--- src/rtl/riscv_mon_pkg.sv ---
// Shared definitions for the riscv-tests pass/fail monitor: FSM state
// encoding, default register indices and the magic values the test
// programs write to signal completion and success.
package riscv_mon_pkg;

  // Monitor FSM states. PASS, FAIL and TMO are terminal until reset.
  typedef enum logic [2:0] {
    ST_IDLE   = 3'd0,
    ST_RUN    = 3'd1,
    ST_SETTLE = 3'd2,
    ST_PASS   = 3'd3,
    ST_FAIL   = 3'd4,
    ST_TMO    = 3'd5
  } mon_state_e;

  // riscv-tests convention: x26 flags completion, x27 holds the pass flag,
  // gp (x3) holds the number of the failing test.
  localparam int DEF_DONE_REG = 26;
  localparam int DEF_PASS_REG = 27;
  localparam int DEF_TNUM_REG = 3;

  // Values that mean "done" and "passed".
  localparam int DEF_DONE_VAL = 1;
  localparam int DEF_PASS_VAL = 1;

  // True once a verdict has been latched.
  function automatic logic is_terminal(input mon_state_e s);
    return (s == ST_PASS) || (s == ST_FAIL) || (s == ST_TMO);
  endfunction

endpackage

--- src/rtl/mon_shadow_reg.sv ---
// Shadow copy of a single architectural register, built by snooping the
// regfile write port. Writes to x0 never land, matching the core.
module mon_shadow_reg
  import riscv_mon_pkg::*;
#(
  parameter int XLEN = 32,
  parameter int IDX  = DEF_PASS_REG
) (
  input  logic            clk,
  input  logic            rst,
  input  logic            rf_we,
  input  logic [4:0]      rf_waddr,
  input  logic [XLEN-1:0] rf_wdata,
  output logic [XLEN-1:0] value
);

  localparam logic [4:0] ADDR = 5'(IDX);

  logic hit;

  assign hit = rf_we && (rf_waddr == ADDR) && (rf_waddr != 5'd0);

  // Capture the written value whenever the core writes our register.
  always_ff @(posedge clk) begin
    if (rst) begin
      value <= '0;
    end else if (hit) begin
      value <= rf_wdata;
    end
  end

endmodule

--- src/rtl/riscv_test_monitor.sv ---
// Pass/fail monitor for self-checking riscv-tests programs. Watches the
// regfile write port for the completion write, waits a settle window so
// the pass flag has certainly been written, then latches a sticky verdict.
// A run-cycle budget catches programs that never finish.
module riscv_test_monitor
  import riscv_mon_pkg::*;
#(
  parameter int XLEN        = 32,
  parameter int DONE_REG    = DEF_DONE_REG,
  parameter int PASS_REG    = DEF_PASS_REG,
  parameter int TNUM_REG    = DEF_TNUM_REG,
  parameter int DONE_VAL    = DEF_DONE_VAL,
  parameter int PASS_VAL    = DEF_PASS_VAL,
  parameter int SETTLE_CYC  = 2,
  parameter int TIMEOUT_CYC = 100000,
  parameter int CNT_W       = 32
) (
  input  logic             clk,
  input  logic             rst,
  input  logic             en_i,
  input  logic             rf_we_i,
  input  logic [4:0]       rf_waddr_i,
  input  logic [XLEN-1:0]  rf_wdata_i,
  output logic             running_o,
  output logic             done_o,
  output logic             pass_o,
  output logic             fail_o,
  output logic             timeout_o,
  output logic [XLEN-1:0]  fail_tnum_o,
  output logic [CNT_W-1:0] cycle_cnt_o
);

  // Settle counter only needs to hold SETTLE_CYC-1.
  localparam int SW = (SETTLE_CYC > 1) ? $clog2(SETTLE_CYC) : 1;
  localparam logic [SW-1:0] SETTLE_LOAD = SW'(SETTLE_CYC - 1);

  localparam logic [4:0]      DONE_ADDR = 5'(DONE_REG);
  localparam logic [XLEN-1:0] DONE_DATA = XLEN'(DONE_VAL);
  localparam logic [XLEN-1:0] PASS_DATA = XLEN'(PASS_VAL);

  // A zero budget disables the timeout entirely.
  localparam bit              TMO_EN   = (TIMEOUT_CYC != 0);
  localparam logic [CNT_W-1:0] TMO_LAST = (TIMEOUT_CYC == 0) ? '0 : CNT_W'(TIMEOUT_CYC - 1);

  mon_state_e      state;
  mon_state_e      state_next;
  logic [SW-1:0]   settle_cnt;
  logic [CNT_W-1:0] cycle_cnt;
  logic [XLEN-1:0] pass_shadow;
  logic [XLEN-1:0] tnum_shadow;
  logic            done_hit;
  logic            tmo_hit;
  logic            running;

  mon_shadow_reg #(
    .XLEN (XLEN),
    .IDX  (PASS_REG)
  ) u_pass_shadow (
    .clk      (clk),
    .rst      (rst),
    .rf_we    (rf_we_i),
    .rf_waddr (rf_waddr_i),
    .rf_wdata (rf_wdata_i),
    .value    (pass_shadow)
  );

  mon_shadow_reg #(
    .XLEN (XLEN),
    .IDX  (TNUM_REG)
  ) u_tnum_shadow (
    .clk      (clk),
    .rst      (rst),
    .rf_we    (rf_we_i),
    .rf_waddr (rf_waddr_i),
    .rf_wdata (rf_wdata_i),
    .value    (tnum_shadow)
  );

  assign done_hit = rf_we_i && (rf_waddr_i == DONE_ADDR) &&
                    (rf_waddr_i != 5'd0) && (rf_wdata_i == DONE_DATA);
  assign tmo_hit  = TMO_EN && (cycle_cnt == TMO_LAST);
  assign running  = (state == ST_RUN) || (state == ST_SETTLE);

  // FSM state register.
  always_ff @(posedge clk) begin
    if (rst) begin
      state <= ST_IDLE;
    end else begin
      state <= state_next;
    end
  end

  // Next-state logic; a done write beats a coincident timeout, and the
  // settle exit looks only at the already-registered pass shadow.
  always_comb begin
    state_next = state;
    unique case (state)
      ST_IDLE: begin
        if (en_i) begin
          state_next = ST_RUN;
        end
      end
      ST_RUN: begin
        if (done_hit) begin
          state_next = ST_SETTLE;
        end else if (tmo_hit) begin
          state_next = ST_TMO;
        end
      end
      ST_SETTLE: begin
        if (settle_cnt == '0) begin
          state_next = (pass_shadow == PASS_DATA) ? ST_PASS : ST_FAIL;
        end
      end
      ST_PASS, ST_FAIL, ST_TMO: begin
        state_next = state;
      end
      default: begin
        state_next = ST_IDLE;
      end
    endcase
  end

  // Settle down-counter: held at its load value while running so it is
  // primed on entry to SETTLE, then counts down to zero.
  always_ff @(posedge clk) begin
    if (rst) begin
      settle_cnt <= '0;
    end else if (state == ST_RUN) begin
      settle_cnt <= SETTLE_LOAD;
    end else if ((state == ST_SETTLE) && (settle_cnt != '0)) begin
      settle_cnt <= settle_cnt - SW'(1);
    end
  end

  // Run-cycle counter: saturating, frozen once a verdict is reached.
  always_ff @(posedge clk) begin
    if (rst) begin
      cycle_cnt <= '0;
    end else if (running && (cycle_cnt != '1)) begin
      cycle_cnt <= cycle_cnt + CNT_W'(1);
    end
  end

  // Capture the failing test number at the moment the FAIL verdict lands.
  always_ff @(posedge clk) begin
    if (rst) begin
      fail_tnum_o <= '0;
    end else if ((state == ST_SETTLE) && (state_next == ST_FAIL)) begin
      fail_tnum_o <= tnum_shadow;
    end
  end

  assign running_o   = running;
  assign done_o      = is_terminal(state);
  assign pass_o      = (state == ST_PASS);
  assign fail_o      = (state == ST_FAIL);
  assign timeout_o   = (state == ST_TMO);
  assign cycle_cnt_o = cycle_cnt;

endmodule
--- config.mk ---
export PLATFORM = sky130hd
export DESIGN_NAME = riscv_test_monitor
export DESIGN_NICKNAME = d
export VERILOG_FILES = /design/src/rtl/riscv_mon_pkg.sv /design/src/rtl/mon_shadow_reg.sv /design/src/rtl/riscv_test_monitor.sv
export SDC_FILE = /design/constraint.sdc
export NUM_CORES = 1
export LEC_CHECK = 0
export ABC_AREA = 1
export CORE_MARGIN = 2
export CORE_UTILIZATION = 50
export DETAILED_ROUTE_END_ITERATION = 6
export PLACE_DENSITY_LB_ADDON = 0.05
export SLEW_MARGIN = 20
export SYNTH_ARGS = -nofsm -noshare
export SYNTH_HDL_FRONTEND = slang
export SYNTH_SLANG_ARGS = --single-unit
--- constraint.sdc ---
create_clock -name clk -period 1.95 [get_ports clk]
set_input_delay 0.39 -clock clk [delete_from_list [all_inputs] [get_ports clk]]
set_output_delay 0.39 -clock clk [all_outputs]
set_load 0.02 [all_outputs]
Word level (Yosys, flattened, before mapping)
Cells that the tools add are included.
W data, S select, Z words.
{"block": "word_totals", "reg_bits": 132, "latchBits": 0, "ramBits": 0, "mem_bits_ro": 0, "inputBits": 41, "word_cells": 46, "memories": 0}
{"block": "op_classes", "addsub": 2, "n_mul": 0, "div_mod_pow": 0, "order_cmp": 0, "n_eq_ne": 13, "shift": 0, "muxes": 8, "bitwise_logic": 0, "reduce_logical": 17}
{"operator": "$eq A32 B1 Y1 const B", "count": 2}
{"operator": "$add A32 B1 Y32 const B", "count": 1}
{"operator": "$eq A32 B17 Y1 const B", "count": 1}
{"operator": "$ne A32 B32 Y1 const B", "count": 1}
{"operator": "$mux W3", "count": 5}
{"operator": "$pmux W3 S4", "count": 1}
{"operator": "$eq A5 B5 Y1 const B", "count": 2}
{"operator": "$logic_and A1 B1 Y1", "count": 10}
{"operator": "$eq A3 B3 Y1 const B", "count": 3}
{"operator": "$eq A3 B2 Y1 const B", "count": 2}
{"operator": "$eq A5 B2 Y1 const B", "count": 1}
{"operator": "$reduce_bool A5 Y1", "count": 1}
{"operator": "$eq A3 B1 Y1 const B", "count": 1}
{"operator": "$logic_not A3 Y1", "count": 1}
{"operator": "$logic_or A1 B1 Y1", "count": 3}
{"operator": "$reduce_or A3 Y1", "count": 1}
{"operator": "$mux W1", "count": 2}
{"operator": "$reduce_bool A2 Y1", "count": 1}
{"operator": "$sub A1 B1 Y1 const B", "count": 1}

Depth between registers and ports, before layout
Gate-level depths: netlist (run 1).
{"block": "depth", "depth_word": 8, "mapped_depth": 13, "depth_no_buf": 12}

Cells and area by module
A second synthesis (run 1) with hierarchy kept.
{"block": "unflattened", "cells_unflattened": 1180, "hier_area_um2": 7131.8}
{"mod": "riscv_test_monitor", "n_inst": 1, "cells_each": 689, "area_each_um2": 3968.8, "seq_area_each_um2": 1361.3}
{"mod": "mon_shadow_reg (u_tnum_shadow)", "n_inst": 1, "cells_each": 278, "area_each_um2": 1631.6, "seq_area_each_um2": 640.6}
{"mod": "mon_shadow_reg (u_pass_shadow)", "n_inst": 1, "cells_each": 213, "area_each_um2": 1531.5, "seq_area_each_um2": 640.6}

Least setup slack after synthesis (run 1)
No wires, ideal clock.
{"block": "synth_timing", "kind": "reg-to-reg", "from": "register cycle_cnt[0], in the netlist cycle_cnt_o[0]", "to": "register cycle_cnt[25], in the netlist cycle_cnt_o[25]", "setup_time_ns": 0.132, "arrival_time_ns": 1.760, "t_required_ns": 1.818, "path_slack_ns": 0.058, "stages_incl_launch_ff": 13, "period_less_slack_ns": 1.892, "cell_sequence": "dfxtp_1 -> ha_1 -> nand2_1 -> nor2_1 -> nand2_2 -> nor2_4 -> nand2_2 -> nand2_4 -> inv_2 -> buf_6 -> buf_6 -> nand2_1 -> a21oi_1"}
{"block": "synth_via", "elab_chain_len": 2, "elab_cells_between_ends": 3, "cone_classes": "add/sub: 1; eq/ne: 1; reduce/logical: 1"}
{"element": "start: declaration", "line": "riscv_test_monitor.sv:48", "text": "logic [CNT_W-1:0] cycle_cnt;"}
{"element": "start signal: assignment", "line": "riscv_test_monitor.sv:141", "text": "cycle_cnt <= cycle_cnt + CNT_W'(1);"}
{"element": "branches (longest 2 deep; another with $add A32 B1 Y32)"}
Several ways; the timed one is not identified.
A chain may end at the register's enable or synchronous reset.

Worst setup path after layout (run 1)
{"block": "layout_timing", "from": "register cycle_cnt[8], in the netlist cycle_cnt_o[8]", "to": "output port cycle_cnt_o[8]"}
{"element": "end: declaration", "line": "riscv_test_monitor.sv:30", "text": "output logic [CNT_W-1:0] cycle_cnt_o"}
No word-level cell between the ends.

==> qor.yml, run 1 <==
slew_violations: 0
swShare_pct: 23.3
final_core_util_pct: 67.7
clkLatencyLatePin_ps: 420
viasPerCell: 5.11
rsz0062_at_grt: "true"
n_fill_cell: 1103
period_minus_slack_ps: 1910
port_buffers: 109
drcViolationCount: 0
worst_slew_pin_slew_ps: 737
peakVddDrop_mv: 0.625
syn-cell-area_mm2: 0.00620
synth-simple-area-share_pct: 34.3
hp-class: "flip-flop to flip-flop"
power.share.sequential_pct: 43.4
finalCritPeriodShare_pct: 97.9
combPwrFrac_pct: 6.2
netlist.area_leader.share_pct: 42.6
yosysTopAreaCell: "dfxtp_1"
nets: 1098
die_w_um: 115
syn_avg_cell_area_um2: 6.57
cp_cell_sequence: "clkdlybuf4s50_1"
worstReg2RegStart: "state[2]"
cts-root-buf: "clkbuf_16"
ys_ff_latch: 132
fmax_ghz: 0.524
setup-violations-final: 0
synth_edf_count: 0
relSlewSlack_pct: 50.8
hp-start: "u_pass_shadow.value[17]"
antenna_found_initial: 0
cts_hold_buf: 0
clock_sinks: 132
initial_core_util_pct: 51.4
postCtsSetupBuffers: 0
synth_top_family_by_area: "simple AND/OR/NAND/NOR gates"
core_mm2: 0.0121
finalWeightedCongestion: 0.973
cp.arrival_ps: 1520
synth_xor_area_share_pct: 1.41
grt_pass1_vias: 5657
critical_path_class: "flip-flop to primary output"
grt_usage_pct: 26.5
status: "completed"
place_hpwl_mm: 12.0
rows: 40
clkPwrFrac_pct: 50.4
cp_max_fo: 6
worstSetupEndpointType: "primary output"
first_pass_iters: 5
pre_cts_ws_ps: 34.0
synthCells: 944
max-clock-path-buffers: 2
crit_family: "buffers and inverters"
synth.most_common_cell: "nand2_1"
hold_violations: 0
power_switching_w: 0.00147
synth_cell_types: 31
die_h_um: 115
vias: 6316
setup_ws_ps: 41.1
h-tree-depth: 4
synth_adder_area_share_pct: 0.202
cap_violations: 0
synth_compound_gate_area_share_pct: 13.6
p_leak_nw: 3.19
ys.flop_type: "dfxtp_1"
ios: 110
cts_made_buffers: 17
p_per_area_mw_per_mm2: 772
synth_fp_nets: 986
drt-initial-drc-count: 488
crit_buf_inv: 1
cts_tree: "done"
clkTransAtPathRegs_ps: 60
async_flop_share_pct: 0
grt_pass1_wl_mm: 27.8
synthMuxAreaShare_pct: 0
dieArea_mm2: 0.0133
max_stage_delay_ps: 660
worst_setup_path_start_kind: "flip-flop"
ant_nets: 0
p_int_w: 0.00484
yosysWarnings: 0
area_delta_synth_final_pct: 31.7
crit_slowest_cell: "clkdlybuf4s50_1"
worstPathRequired_ps: 1560
detail_route.wl_per_cell_um: 13.7
antenna_cells: 0
grt_max_degree: 60
fin_area_mm2: 0.00817
worstSetupStartpoint: "cycle_cnt_o[8]"
ys_seq_area_share_pct: 42.6
yosys-top-cells-area: "dfxtp_1 43%, nand2_1 14%, nor2_1 9.8%"
finalWirelength_mm: 16.9
fin_worst_skew_ps: 9.14
synthTopCellsByCount: "230 x nand2_1, 162 x nor2_1, 132 x dfxtp_1"
grt.overflow.total: 0
post_dp_cell_area_mm2: 0.00757
drive_above_1_share_pct: 7.95
## timing repair
item | in CTS | in global routing
pin swaps | 0 | 1
endpoints found under the setup margin | 6 | 51
gates resized for setup | 12 | 16
## worst reg2reg max path, delay by kind of cell, from the launching register on
| kind | cells | cell delay [ps] |
|---|---|---|
| AO/OA/AOI/OAI | 1 | 200 |
| flip-flops | 1 | 320 |
| AND/OR/NAND/NOR | 5 | 1110 |
| buffers and inverters | 2 | 140 |
## through the flow
step / cells / total power, W / TNS (ps) / hold slack (ps)
final: 1237 / 0.00631 / 0 / 445
after global routing: 1237 / 0.00648 / -160 / 466
after CTS: 1237 / 0.00633 / 0 / 443
after detailed placement: 1205 / 0.00318 / 0 / 434
after global placement: 1205 / 0.00318 / 0 / 433
after floorplan: 944 / 0.00300 / 0 / 424
## cell families after synthesis
kind of cell | count (synthesis)
flops | 132
simple gates | 511
buf+inv | 122
xor+xnor | 10
fa+ha+maj | 1
compound gates | 168
## layout make-up
| cell class | instances | area [µm²] | share of cell area [%] |
|---|---|---|---|
| timing repair buffer | 139 | 1350 | 16.5 |
| clock buffer | 21 | 460 | 5.63 |
| clock inverter | 11 | 126 | 1.55 |
| multi-input combinational | 690 | 3090 | 37.8 |
| inverter | 76 | 288 | 3.52 |
| tap | 168 | 210 | 2.57 |
| sequential | 132 | 2650 | 32.4 |
## metal layers
metal,GRT usage (%),part of all wire [%],vias to the layer above
met3,5.43,6.7,23
met1,36.9,48,2812
met4,10.4,1.6,0
li1,-,-,3258
met5,0,0,-
met2,40.2,44,223
## power groups by stage
stage / clock network [W] / logic, W / registers, W
floorplan: 0 / 0.000197 / 0.00280
global placement: 0 / 0.000388 / 0.00279
detailed placement: 0 / 0.000390 / 0.00279
CTS: 0.00321 / 0.000392 / 0.00274
global route: 0.00331 / 0.000435 / 0.00274
finish: 0.00318 / 0.000394 / 0.00274
## layout by cell type (no fill, tap or decap), types with 5 or more instances in the layout
| cell | instances |
|---|---|
| dlymetal6s2s_1 | 6 |
| inv_1 | 72 |
| nor3_1 | 36 |
| nand2_1 | 229 |
| nand3b_1 | 5 |
| nor2_1 | 161 |
| xor2_1 | 9 |
| buf_4 | 27 |
| nand2_2 | 6 |
| clkdlybuf4s50_1 | 96 |
| a21oi_1 | 96 |
| nand4_1 | 7 |
| nand3_1 | 56 |
| o21ai_1 | 12 |
| clkbuf_16 | 17 |
| dfxtp_1 | 129 |
| o21ai_0 | 59 |
## worst paths after layout
path                                           endpoint  slack, ps  depth (start not counted)
worst max-delay path                     cycle_cnt_o[8]         40                          1
worst min register to register  u_pass_shadow.value[17]        440                          2
worst min-delay path            u_pass_shadow.value[17]        440                          2
worst max register to register          fail_tnum_o[25]        120                          8
## sequential cells by signal (all words and copies together), names as in the netlist
| signal | flops |
|---|---|
| u_pass_shadow.value | 32 |
| state | 3 |
| cycle_cnt_o | 32 |
| settle_cnt | 1 |
| fail_tnum_o | 32 |
| u_tnum_shadow.value | 32 |
No activity file was read; power rests on OpenSTA's default activity.
==> run 2, diff against run 1 <==
--- a/config.mk
+++ b/config.mk
@@ -10,7 +10,6 @@
 export CORE_UTILIZATION = 50
 export DETAILED_ROUTE_END_ITERATION = 6
 export PLACE_DENSITY_LB_ADDON = 0.05
-export SLEW_MARGIN = 20
 export SYNTH_ARGS = -nofsm -noshare
 export SYNTH_HDL_FRONTEND = slang
 export SYNTH_SLANG_ARGS = --single-unit
==> results of run 2 <==
Same layout as run 1: the final DEF is identical, and so are final timing and power.
==> run 3, diff against run 2 <==
--- a/config.mk
+++ b/config.mk
@@ -9,6 +9,7 @@
 export CORE_MARGIN = 2
 export CORE_UTILIZATION = 50
 export DETAILED_ROUTE_END_ITERATION = 6
+export MAX_ROUTING_LAYER = met4
 export PLACE_DENSITY_LB_ADDON = 0.05
 export SYNTH_ARGS = -nofsm -noshare
 export SYNTH_HDL_FRONTEND = slang
==> qor.yml, run 3 (synthesis gave the netlist of run 1 again) <==
core_mm2: 0.0121  # unchanged
drive_above_1_share_pct: 7.95  # unchanged
fmax_ghz: 0.524  # about the same
hold_violations: 0  # unchanged
slew_violations: 0  # unchanged
detail_route.wl_per_cell_um: 13.9  # +1.9%
area_delta_synth_final_pct: 32.7
clkTransAtPathRegs_ps: 60  # about the same
mostFrequentLayoutCells: "230 x nand2_1, 160 x nor2_1, 130 x dfxtp_1"
grt_pass1_wl_mm: 28.4  # +2.2%
clkLatencyLatePin_ps: 430  # about the same
h-tree-depth: 4  # unchanged
multiInputGateArea_mm2: 0.00309  # unchanged
period_minus_slack_ps: 1910  # +0.300 ps
dieArea_mm2: 0.0133  # unchanged
place_inst: 1205  # unchanged
cap_violations: 0  # unchanged
crit_buf_inv: 1  # unchanged
cp_max_fo: 7  # +1
cts_tree: "done"
finalCritPeriodShare_pct: 97.9  # about the same
place_hpwl_mm: 12.0  # +0.17%
grt_usage_pct: 27.7  # +1.3 points
ant_nets: 0  # unchanged
status: "completed"
rsz0062_at_grt: "true"
nets: 1098  # unchanged
die_h_um: 115  # unchanged
initial_core_util_pct: 51.4  # unchanged
cts_hold_buf: 0  # unchanged
critical_path_class: "flip-flop to primary output"
grt.overflow.total: 0  # unchanged
peakVddDrop_mv: 0.563  # -9.8%
antenna_cells: 0  # unchanged
finalWirelength_mm: 17.2  # +1.9%
fin_worst_skew_ps: 14.9  # +5.73 ps
n_fill_cell: 1089  # -1.3%
p_total_w: 0.00664  # +5.3%
relSlewSlack_pct: 50.2  # -0.59 points
die_w_um: 115  # unchanged
viasPerCell: 5.15  # +0.85%
grt_pass1_vias: 5910  # +4.5%
max_stage_delay_ps: 650  # about the same
finalWeightedCongestion: 0.990  # +1.8%
postCtsSetupBuffers: 0  # unchanged
worst_slew_pin_slew_ps: 746  # +8.82 ps
drcViolationCount: 0  # unchanged
cp_num_cells: 1  # unchanged
drt-initial-drc-count: 497  # +1.8%
cts_made_buffers: 17  # unchanged
setup_ws_ps: 40.8  # -0.300 ps
vias: 6370  # +0.85%
port_buffers: 109  # unchanged
cp_cell_sequence: "clkdlybuf4s50_1"
seq_area_mm2: 0.00265  # about the same
tns_ps: 0  # unchanged
grt_max_degree: 60  # unchanged
hp-class: "flip-flop to flip-flop"
crit_family: "buffers and inverters"
hold_depth: 2  # unchanged
max-clock-path-buffers: 2  # unchanged
cp.arrival_ps: 1520  # about the same
crit_slowest_cell: "clkdlybuf4s50_1"
pre_cts_ws_ps: 58.5  # +24.5 ps
cts-root-buf: "clkbuf_16"
clock_sinks: 132  # unchanged
mostFrequentLayoutCell: "nand2_1"
setup-violations-final: 0  # unchanged
p_leak_nw: 3.22  # +1.1%
worst_setup_path_start_kind: "flip-flop"
ios: 110  # unchanged
ff2ff_path_depth: 8  # unchanged
first_pass_iters: 7  # +2
rows: 40  # unchanged
worstSetupEndpointType: "primary output"
worstPathRequired_ps: 1560  # about the same
p_per_area_mw_per_mm2: 807  # +4.5%
antenna_found_initial: 0  # unchanged
final_cell_count_no_fill: 1237  # unchanged
## run 3: cell type report
class | count | area share (%)
Clock buffer | 22 | 5.88
Inverter | 76 | 3.50
Timing Repair Buffer | 139 | 16.4
Clock inverter | 10 | 2.05
Tap cell | 168 | 2.55
Multi-Input combinational cell | 690 | 37.5
Sequential cell | 132 | 32.1
## run 3: timing repair
| action | 4_1_cts | 5_1_grt |
|---|---|---|
| pin swaps | 0 | 1 |
| gates cloned | 0 | 0 |
| resized for setup | 15 | 15 |
| endpoints found under the setup margin | 9 | 45 |
## run 3: worst paths after layout
path	start	end	slack, ps
worst min register to register	u_pass_shadow.value[12]	u_pass_shadow.value[12]	440
worst max register to register	state[2]	fail_tnum_o[14]	150
worst max-delay path	cycle_cnt_o[27]	cycle_cnt_o[27]	40
worst min-delay path	u_pass_shadow.value[12]	u_pass_shadow.value[12]	440
## run 3: power by group
part / internal, W / switching [W] / total [W]
clock network: 0.00229 / 0.00122 / 0.00351
logic: 0.000162 / 0.000237 / 0.000399
registers: 0.00272 / 0.0000148 / 0.00274
total: 0.00517 / 0.00147 / 0.00664
## run 3: per-stage QoR
step / hold WS [ps] / utilization [%] / area (µm²)
2_1_floorplan: 424 / - / 6200
3_3_place_gp: 431 / 62.8 / 7570
3_5_place_dp: 436 / 62.8 / 7570
4_1_cts: 445 / 68.1 / 8210
5_1_grt: 464 / 68.3 / 8230
6_report: 445 / 68.3 / 8230
## run 3: tightest hold or removal path: stages (launching register included)
cell and delay (ps):
dfxtp_1 310, inv_1 50, a21oi_1 50
## run 3: per-layer routing
metal	routed length (µm)	global-route usage (%)
met1	8160	37.3
met2	7730	42.3
met3	1120	6.22
met4	211	7.39
met5	0	-
